==> src/rtl/gusn_pkg.sv <==
// ---------------------------------------------------------------------------
// gusn_pkg
// Shared definitions for the perceptron front end: image geometry, the
// frame assembler state encoding and two reference test images.
// Optional feature used by the assembler: FRAME_DBUF_EN (shadow buffer).
// ---------------------------------------------------------------------------
package gusn_pkg;

    localparam int ROW_W   = 5;
    localparam int ROWS    = 5;
    localparam int FRAME_W = ROWS * ROW_W;

    typedef enum logic {
        COLLECT = 1'b0,
        PRESENT = 1'b1
    } state_t;

    // Row 0 sits in the top bits, leftmost pixel is the row MSB.
    localparam logic [FRAME_W-1:0] CROSS_IMG  = 25'h1151151;
    localparam logic [FRAME_W-1:0] CIRCLE_IMG = 25'h0454544;

endpackage

==> src/rtl/row_shift_reg.sv <==
// ---------------------------------------------------------------------------
// row_shift_reg
// ROWS-deep shift register of ROW_W-bit rows. New rows enter at the bottom,
// so after ROWS shifts the first row shifted in occupies the top bits.
// Ports:
//   clk, rst_n  clock, asynchronous active-low reset
//   clear       zero the register (highest priority)
//   load        parallel load of load_data
//   load_data   value for a parallel load
//   shift       shift row_in in at the bottom
//   row_in      row to shift in
//   data        current register contents
// ---------------------------------------------------------------------------
module row_shift_reg #(
    parameter int ROW_W = gusn_pkg::ROW_W,
    parameter int ROWS  = gusn_pkg::ROWS
) (
    input  logic                     clk,
    input  logic                     rst_n,
    input  logic                     clear,
    input  logic                     load,
    input  logic [ROWS*ROW_W-1:0]    load_data,
    input  logic                     shift,
    input  logic [ROW_W-1:0]         row_in,
    output logic [ROWS*ROW_W-1:0]    data
);

    localparam int FW = ROWS * ROW_W;

    always_ff @(posedge clk or negedge rst_n) begin
        if (!rst_n) begin
            data <= '0;
        end else if (clear) begin
            data <= '0;
        end else if (load) begin
            data <= load_data;
        end else if (shift) begin
            data <= {data[FW-ROW_W-1:0], row_in};
        end
    end

endmodule

==> src/rtl/frame_assembler.sv <==
// ---------------------------------------------------------------------------
// frame_assembler
// Collects a ROWS x ROW_W binary image one row per valid/ready transfer and
// presents it to the perceptron, held stable with frame_en high until the
// perceptron pulses frame_ready.
// Optional feature: define FRAME_DBUF_EN to add a shadow assembly buffer so
// the next frame can be collected while the current one is presented.
// Ports:
//   clk, rst_n   clock, asynchronous active-low reset
//   row_data     pixel row, MSB = leftmost pixel
//   row_valid    row_data / row_sof valid
//   row_sof      marks row 0 of a frame
//   row_ready    a row can be accepted this cycle
//   frame        assembled image, row 0 in the top bits
//   frame_en     frame valid and held
//   frame_ready  perceptron has consumed the frame
//   sof_err      one-cycle pulse on a framing error
//   frame_cnt    number of consumed frames (wraps)
// ---------------------------------------------------------------------------
module frame_assembler #(
    parameter int ROW_W = gusn_pkg::ROW_W,
    parameter int ROWS  = gusn_pkg::ROWS,
    parameter int CNT_W = 8
) (
    input  logic                     clk,
    input  logic                     rst_n,
    input  logic [ROW_W-1:0]         row_data,
    input  logic                     row_valid,
    input  logic                     row_sof,
    output logic                     row_ready,
    output logic [ROWS*ROW_W-1:0]    frame,
    output logic                     frame_en,
    input  logic                     frame_ready,
    output logic                     sof_err,
    output logic [CNT_W-1:0]         frame_cnt
);

    import gusn_pkg::*;

    localparam int FW    = ROWS * ROW_W;
    localparam int IDX_W = (ROWS > 1) ? $clog2(ROWS) : 1;

    state_t           state;
    logic [IDX_W-1:0] row_idx;
    logic [IDX_W-1:0] idx_next;
    logic             accept;
    logic             row_done;
    logic             framing_err;
    logic             asm_shift;
    logic             asm_load;
    logic [FW-1:0]    asm_q;
    logic [FW-1:0]    asm_next;
    logic [FW-1:0]    restart_data;

    assign accept       = row_valid & row_ready;
    assign asm_next     = {asm_q[FW-ROW_W-1:0], row_data};
    assign restart_data = {{(FW-ROW_W){1'b0}}, row_data};

    // Framing decisions for an accepted row. A stray sof restarts the frame
    // with this row as row 0; a missing sof at row 0 drops the row. The
    // completing row is never written to the assembly register: it is merged
    // on the fly into asm_next and the register is cleared for the next frame.
    always_comb begin
        idx_next    = row_idx;
        row_done    = 1'b0;
        framing_err = 1'b0;
        asm_shift   = 1'b0;
        asm_load    = 1'b0;
        if (accept) begin
            if (row_sof && (row_idx != '0)) begin
                framing_err = 1'b1;
                asm_load    = 1'b1;
                idx_next    = IDX_W'(1);
            end else if (!row_sof && (row_idx == '0)) begin
                framing_err = 1'b1;
            end else if (row_idx == IDX_W'(ROWS-1)) begin
                row_done    = 1'b1;
                idx_next    = '0;
            end else begin
                asm_shift   = 1'b1;
                idx_next    = row_idx + IDX_W'(1);
            end
        end
    end

    row_shift_reg #(
        .ROW_W(ROW_W),
        .ROWS (ROWS)
    ) u_asm (
        .clk      (clk),
        .rst_n    (rst_n),
        .clear    (row_done),
        .load     (asm_load),
        .load_data(restart_data),
        .shift    (asm_shift),
        .row_in   (row_data),
        .data     (asm_q)
    );

`ifdef FRAME_DBUF_EN
    logic          shadow_full;
    logic          shadow_load;
    logic [FW-1:0] shadow_q;
    logic [FW-1:0] shadow_src;

    // A frame completed while presenting goes to the shadow. If the handshake
    // lands on the completing edge, the merged frame bypasses the shadow.
    assign shadow_load = row_done && (state == PRESENT);
    assign shadow_src  = shadow_full ? shadow_q : asm_next;

    row_shift_reg #(
        .ROW_W(ROW_W),
        .ROWS (ROWS)
    ) u_shadow (
        .clk      (clk),
        .rst_n    (rst_n),
        .clear    (1'b0),
        .load     (shadow_load),
        .load_data(asm_next),
        .shift    (1'b0),
        .row_in   ({ROW_W{1'b0}}),
        .data     (shadow_q)
    );
`endif

    // Main FSM with registered outputs. row_ready comes up on the first edge
    // after reset because COLLECT re-asserts it every cycle.
    always_ff @(posedge clk or negedge rst_n) begin
        if (!rst_n) begin
            state       <= COLLECT;
            row_idx     <= '0;
            frame       <= '0;
            frame_en    <= 1'b0;
            row_ready   <= 1'b0;
            sof_err     <= 1'b0;
            frame_cnt   <= '0;
`ifdef FRAME_DBUF_EN
            shadow_full <= 1'b0;
`endif
        end else begin
            row_idx <= idx_next;
            sof_err <= framing_err;
            case (state)
                COLLECT: begin
                    row_ready <= 1'b1;
                    if (row_done) begin
                        frame    <= asm_next;
                        frame_en <= 1'b1;
                        state    <= PRESENT;
`ifndef FRAME_DBUF_EN
                        row_ready <= 1'b0;
`endif
                    end
                end
                PRESENT: begin
`ifdef FRAME_DBUF_EN
                    if (frame_ready) begin
                        frame_cnt   <= frame_cnt + CNT_W'(1);
                        row_ready   <= 1'b1;
                        shadow_full <= 1'b0;
                        if (shadow_full || shadow_load) begin
                            frame <= shadow_src;
                        end else begin
                            frame_en <= 1'b0;
                            state    <= COLLECT;
                        end
                    end else if (shadow_load) begin
                        shadow_full <= 1'b1;
                        row_ready   <= 1'b0;
                    end
`else
                    if (frame_ready) begin
                        frame_cnt <= frame_cnt + CNT_W'(1);
                        frame_en  <= 1'b0;
                        row_ready <= 1'b1;
                        state     <= COLLECT;
                    end
`endif
                end
                default: state <= COLLECT;
            endcase
        end
    end

endmodule
==> config.mk <==
export PLATFORM = sky130hd
export DESIGN_NAME = frame_assembler
export DESIGN_NICKNAME = d
export VERILOG_FILES = /design/src/rtl/gusn_pkg.sv /design/src/rtl/row_shift_reg.sv /design/src/rtl/frame_assembler.sv
export SDC_FILE = /design/constraint.sdc
export NUM_CORES = 1
export LEC_CHECK = 0
export ABC_AREA = 0
export CAP_MARGIN = 10
export CORE_AREA = 2 2 107 57
export DETAILED_ROUTE_END_ITERATION = 6
export DIE_AREA = 0 0 109 59
export PLACE_DENSITY_LB_ADDON = 0.08
export SYNTH_ARGS = -nofsm -noshare
export SYNTH_HDL_FRONTEND = slang
export SYNTH_SLANG_ARGS = --single-unit
==> constraint.sdc <==
create_clock -name clk -period 2.93 [get_ports clk]
set_input_delay 0.7325 -clock clk [delete_from_list [all_inputs] [get_ports clk]]
set_output_delay 0.7325 -clock clk [all_outputs]
set_load 0.1 [all_outputs]
==> impl_results.md, run 1 <==
* Setup crit start kind: input pin
* Number of cells on the worst reg-to-reg path at 8
* Die Area at 0.00643 sq mm
* Total of flip-flops plus latches after synthesis at 60
* Max Cap Viol at 0
* Worst min path class: input pin to asynchronous set/reset pin
* Count of inserted antenna diode cells at 0
* Total number of yosys warnings at 0
* Required time at the worst-slack endpoint at 3.14 ns
* Number of enable flip-flop cells after synthesis at 0
* Remaining antenna violation count after routing at 0
* Number of distinct library cell variants in the gate-level netlist after synthesis at 31
* CP Class: input pin to register
* X dimension of the die at 109 um
* Port-buffer cells at 45
* Maximum number of pins on one net before global-route repair at 23
* Nets at 237
* Setup TNS at 0 ns
* Number of primary I/O pins at 46
* TritonCTS clock tree: done
* Maximum net fanout on the critical path at 21
* Clock latency of the later-clocked register in the worst-skew pair at 0.32 ns
* Endpoint type of the worst setup path: register
* Placer's final routability congestion estimate at 0.713
* Most common library cell in the layout ignoring fill and taps: dfrtp_1
* Vias in the first global route at 1,457
* Worst reg2reg startpoint: row_idx[0]$_DFFE_PN0P_
* Post-CTS setup repair buffer count at 0
* Maximum frequency from static timing analysis at 417 MHz
* Mapped Area at 0.00238 sq mm
* Share of the clock period used by the worst path after layout at 81.9%
* Reg2Reg Setup Slack at 0.61 ns
* Library cell used as clock root buffer: clkbuf_8
* First-pass GRT wire length at 7.38 mm
* Unrepaired setup endpoints after global routing: no
* PostCTS Resize Cnt at 0
* Routed wire length at 4.30 mm
* Status: finished, final reports clean
* Number of hold buffers added after cts at 0
* Worst rel slew slack at 54.0%
* Layout-stage area growth over the synthesis result at 27.6%
* Net count after synthesis at 181
* Number of vias in the routed layout at 1,502
* Final routed wire length divided by cell count at 14.4 um
* Total number of placement rows at 19
* Crit-path slowest cell: clkdlybuf4s50_1
* Y dimension of the die at 59 um
* Worst endpoint data arrival time at 2.60 ns
* Number of max-slew violations in the final report at 0
* Post-layout minimum cycle time at 2.40 ns
* DPL Wire Length at 2.96 mm
* Final setup fails at 0
* Longest individual stage delay on the worst path at 0.48 ns
* DRT iter0 DRCs at 48
* Clk buf depth at 2
* Total count of hold-check failures in the final report at 0
* Most used flip-flop cell after synthesis: dfrtp_1
* Post-Syn Instances at 166
* Initial antenna violation count at 0
* Cell Chain, Critical Path: clkdlybuf4s50_1, inv_1, ha_1, or2_4, nor4_4, buf_12, mux2_2
* Capture instance of the worst register-to-register path: frame[7]$_DFFE_PN0P_
* Mean post-synth cell area at 14.3 sq um
* Num CTS Buffers at 9
* Sink count of the clock tree at 60
* Overall track demand over capacity in global routing at 15.6%
* H-tree Lvls at 3
* Number of DRC violations after detailed routing at 0
* Share of synthesized registers carrying an async set or reset at 100%
* Number of detailed-route iterations in the first pass at 4
* Fraction of the yosys area taken by sequential cells at 63.2%
* Vias per cell at 5.04
* Worst Max-Slew Pin Slew at 0.690 ns
* CTS clock-pin slew for the worst setup and hold paths at 0.06 ns
* Leftover overflow at the end of global routing at 0
* Commonest non-fill, non-tap cells in the layout: 60 x dfrtp_1, 40 x buf_4, 25 x mux2_2
* Share of post-route cells with drive strength above 1 at 36.9%
* Max Clock Skew at 0.00214 ns
* Starting density of the core at 44.1%
* CORE AREA at 0.00540 sq mm
==> critical path, delay by kind of cell <==
| kind | cells | cell delay (ns) |
|---|---|---|
| adder cells (fa/ha/maj) | 1 | 0.22 |
| buffers and inverters | 3 | 0.74 |
| multiplexers | 1 | 0.34 |
| AND/OR/NAND/NOR | 2 | 0.55 |
==> worst max path at each step <==
stage / depth (start not counted) / slack, ns / from / to
detailed placement: 7 / 0.19 / row_sof / frame[24]$_DFFE_PN0P_
global route: 8 / 0.45 / row_idx[0]$_DFFE_PN0P_ / frame[24]$_DFFE_PN0P_
global placement: 7 / 0.22 / row_sof / frame[2]$_DFFE_PN0P_
floorplan: 4 / 0.56 / row_ready$_DFFE_PN0P_ / frame[10]$_DFFE_PN0P_
CTS: 7 / 0.54 / row_sof / frame[24]$_DFFE_PN0P_
finish: 7 / 0.53 / row_sof / frame[7]$_DFFE_PN0P_
==> flip-flops by register name, summed over array words and instances (netlist names) <==
register,cells
frame_cnt,8
frame,25
row_idx,3
row_ready,1
frame_en,1
sof_err,1
state,1
u_asm.data,20
==> cells in the mapped netlist (2+ instances only) <==
| library cell | number | area, sq um |
|---|---|---|
| mux2_2 | 25 | 282 |
| xnor2_1 | 5 | 43.8 |
| nor3_1 | 2 | 10.0 |
| nand2_1 | 9 | 33.8 |
| inv_1 | 8 | 30.0 |
| a21oi_1 | 2 | 10.0 |
| clkbuf_1 | 2 | 7.51 |
| xor2_1 | 2 | 17.5 |
| a22o_1 | 20 | 175 |
| nor4b_1 | 2 | 17.5 |
| dfrtp_1 | 60 | 1500 |
| ha_1 | 5 | 62.6 |
| o21ai_0 | 2 | 10.0 |
| nor2_1 | 2 | 7.51 |
| a21o_1 | 3 | 22.5 |
| buf_6 | 2 | 22.5 |
==> stage by stage <==
| stage | cells | worst slack (ns) | hold slack [ns] | util (%) | instance area, sq um |
|---|---|---|---|---|---|
| after floorplan | 166 | 0.557 | 0.437 | - | 2380 |
| after global routing | 298 | 0.447 | 0.394 | 56.2 | 3030 |
| after global placement | 284 | 0.216 | 0.462 | 52.7 | 2840 |
| after CTS | 298 | 0.542 | 0.368 | 56.2 | 3030 |
| after detailed placement | 284 | 0.188 | 0.470 | 52.7 | 2840 |
| final | 298 | 0.531 | 0.372 | 56.2 | 3030 |
==> layer usage <==
layer  share of wire [%]  vias to the layer above  GRT usage, %  wire, um
met3                 5.2                        4          7.58       222
met4                0.63                        0          4.40        27
met1                  51                      747          22.0      2190
met5                   0                        -             0         0
met2                  43                       35          21.2      1860
li1                    -                      716             -         -
==> kinds of logic after synthesis <==
| logic type | after synthesis | share of synthesized area (%) |
|---|---|---|
| xor+xnor | 7 | 2.58 |
| buf+inv | 13 | 2.74 |
| simple gates | 24 | 6.16 |
| fa+ha+maj | 5 | 2.63 |
| compound gates | 31 | 10.4 |
| flops | 60 | 63.2 |
| mux | 26 | 12.3 |
==> area by class of cell <==
cell class / count / area, sq um
fill: 444 / 2360
sequential: 60 / 1500
multi-input combinational: 93 / 816
timing repair buffer: 50 / 405
clock buffer: 12 / 155
tap: 73 / 91.3
clock inverter: 2 / 35.0
inverter: 8 / 30.0
Power of run 1 is left out: the tool's default activity adds up to more than one toggle a clock period on the data nets, which glitch-free logic cannot reach.
==> inputs of run 2 (changes only) <==
==> constraint.sdc (replaced) <==
create_clock -name clk -period 2.2 [get_ports clk]
set_input_delay 0.55 -clock clk [delete_from_list [all_inputs] [get_ports clk]]
set_output_delay 0.55 -clock clk [all_outputs]
set_load 0.1 [all_outputs]
==> run 2 against run 1 <==
  * Hold slack got worse by 0.28 ns
  * Core utilization rose by 3.7 points
  * Design area rose by 6.6%
  * Die area unchanged
  * Sequential share of layout area decreased by 3.0 points
  * Count of clock-buffer cells in the layout unchanged
  * Largest cell class unchanged
  * Highest routed layer unchanged
==> impl_results.md, run 2 (synthesized netlist as in run 1, its figures left out) <==
* X dimension of the die at 109 um
* Largest register FFs at 25
* Leftover overflow at the end of global routing at 0
* Launching instance or port of the critical path: row_idx[1]$_DFFE_PN0P_
* Worst rel slew slack at 79.9%
* H-tree Lvls at 3
* TritonCTS clock tree: done
* Worst setup timing slack at the placement stage at -0.241 ns
* Clock latency of the later-clocked register in the worst-skew pair at 0.33 ns
* Maximum number of pins on one net before global-route repair at 30
* Required time at the worst-slack endpoint at 2.42 ns
* Share of the clock period used by the worst path after layout at 97.6%
* Vias per cell at 5.00
* Overall track demand over capacity in global routing at 16.2%
* Y dimension of the die at 59 um
* Post-layout minimum cycle time at 2.15 ns
* CORE AREA at 0.00540 sq mm
* Layout-stage area growth over the synthesis result at 36.0%
* Remaining antenna violation count after routing at 0
* Number of hold buffers added after cts at 0
* Final routed wire length divided by cell count at 15.7 um
* Die Area at 0.00643 sq mm
* Hold Slack at 0.0882 ns
* Worst Max-Slew Pin Slew at 0.301 ns
* Status: finished, final reports clean
* Commonest non-fill, non-tap cells in the layout: 59 x dfrtp_1, 47 x buf_4, 23 x mux2_2
* Placer's final routability congestion estimate at 0.706
* Max Cap Viol at 0
* Setup crit start kind: register
* Number of primary I/O pins at 46
* DPL Wire Length at 3.03 mm
* CP Class: register to register
* Total count of hold-check failures in the final report at 0
* Count of inserted antenna diode cells at 0
* Library cell used as clock root buffer: clkbuf_8
* Cell count after placement at 290
* Number of detailed-route iterations in the first pass at 4
* CTS clock-pin slew for the worst setup and hold paths at 0.06 ns
* Number of DRC violations after detailed routing at 0
* Maximum frequency from static timing analysis at 466 MHz
* Final standard cell utilization of the core at 59.9%
* Vias in the first global route at 1,523
* Starting density of the core at 44.1%
* Number of vias in the routed layout at 1,565
* Maximum net fanout on the critical path at 7
* Routed wire length at 4.91 mm
* Worst min path class: input pin to asynchronous set/reset pin
* Endpoint type of the worst setup path: register
* First-pass GRT wire length at 7.56 mm
* Final Non-Filler Cells at 313
* Total number of placement rows at 19
* Worst endpoint data arrival time at 2.36 ns
* Total of fill cells in the finished design at 464
* Register with the highest flop count: frame
* Share of post-route cells with drive strength above 1 at 43.8%
* Num CTS Buffers at 9
* Clk buf depth at 2
* Number of max-slew violations in the final report at 0
* Final worst slack at 0.0522 ns
* Final setup fails at 0
* DRT iter0 DRCs at 55
* Worst reg2reg startpoint: row_idx[1]$_DFFE_PN0P_
* Nets at 250
* Sink count of the clock tree at 60
* Leading registers by flop count: frame x25, u_asm.data x20, frame_cnt x8
* Port-buffer cells at 45
* Most common library cell in the layout ignoring fill and taps: dfrtp_1
* Max Clock Skew at 0.00632 ns
* Initial antenna violation count at 0
* Number of cells on the worst reg-to-reg path at 10
==> run 2: worst paths after layout <==
| kind | to | slack (ns) |
|---|---|---|
| min in group clk | frame_cnt[7]$_DFFE_PN0P_ | 0.48 |
| setup reg to reg | frame[5]$_DFFE_PN0P_ | 0.05 |
| setup / recovery | frame[5]$_DFFE_PN0P_ | 0.05 |
| hold reg to reg | frame_cnt[7]$_DFFE_PN0P_ | 0.48 |
| hold / removal | row_idx[2]$_DFFE_PN0P_ | 0.09 |
| max in group asynchronous | frame[7]$_DFFE_PN0P_ | 1.53 |
==> run 2: through the flow <==
step / instance area [sq um] / setup TNS, ns
floorplan: 2390 / 0
global placement: 2930 / -6.23
detailed placement: 2930 / -6.99
CTS: 3120 / 0
global route: 3230 / -0.285
finish: 3230 / 0
==> run 2: what timing repair did <==
action	CTS	global route
endpoints found under the hold margin	0	0
buffers inserted	0	4
endpoints found under the setup margin	0	4
gates resized for setup	0	6
==> run 2: cell type report <==
cell class	instances	area [sq um]	share of cell area, %
Timing Repair Buffer	63	573	17.7
Sequential cell	60	1500	46.5
Clock inverter	4	22.5	0.697
Inverter	8	30.0	0.929
Multi-Input combinational cell	93	848	26.2
Tap cell	73	91.3	2.83
Clock buffer	12	165	5.11
==> run 2: per-layer routing <==
metal	global-route usage, %	wire (um)	up-vias
met5	0	0	-
met3	6.37	293	5
met1	22.9	2490	782
li1	-	-	735
met2	22.3	2090	43
met4	6.59	31	0
==> run 2: critical path, cell delays in order, from the launching register on <==
cell,delay (ns)
dfrtp_1,0.36
inv_1,0.07
ha_4,0.18
nand2b_4,0.07
inv_1,0.04
ha_2,0.17
or2_4,0.26
nor4_4,0.22
buf_6,0.18
clkbuf_16,0.16
mux2_2,0.33
Power of run 2 is left out for the same reason.
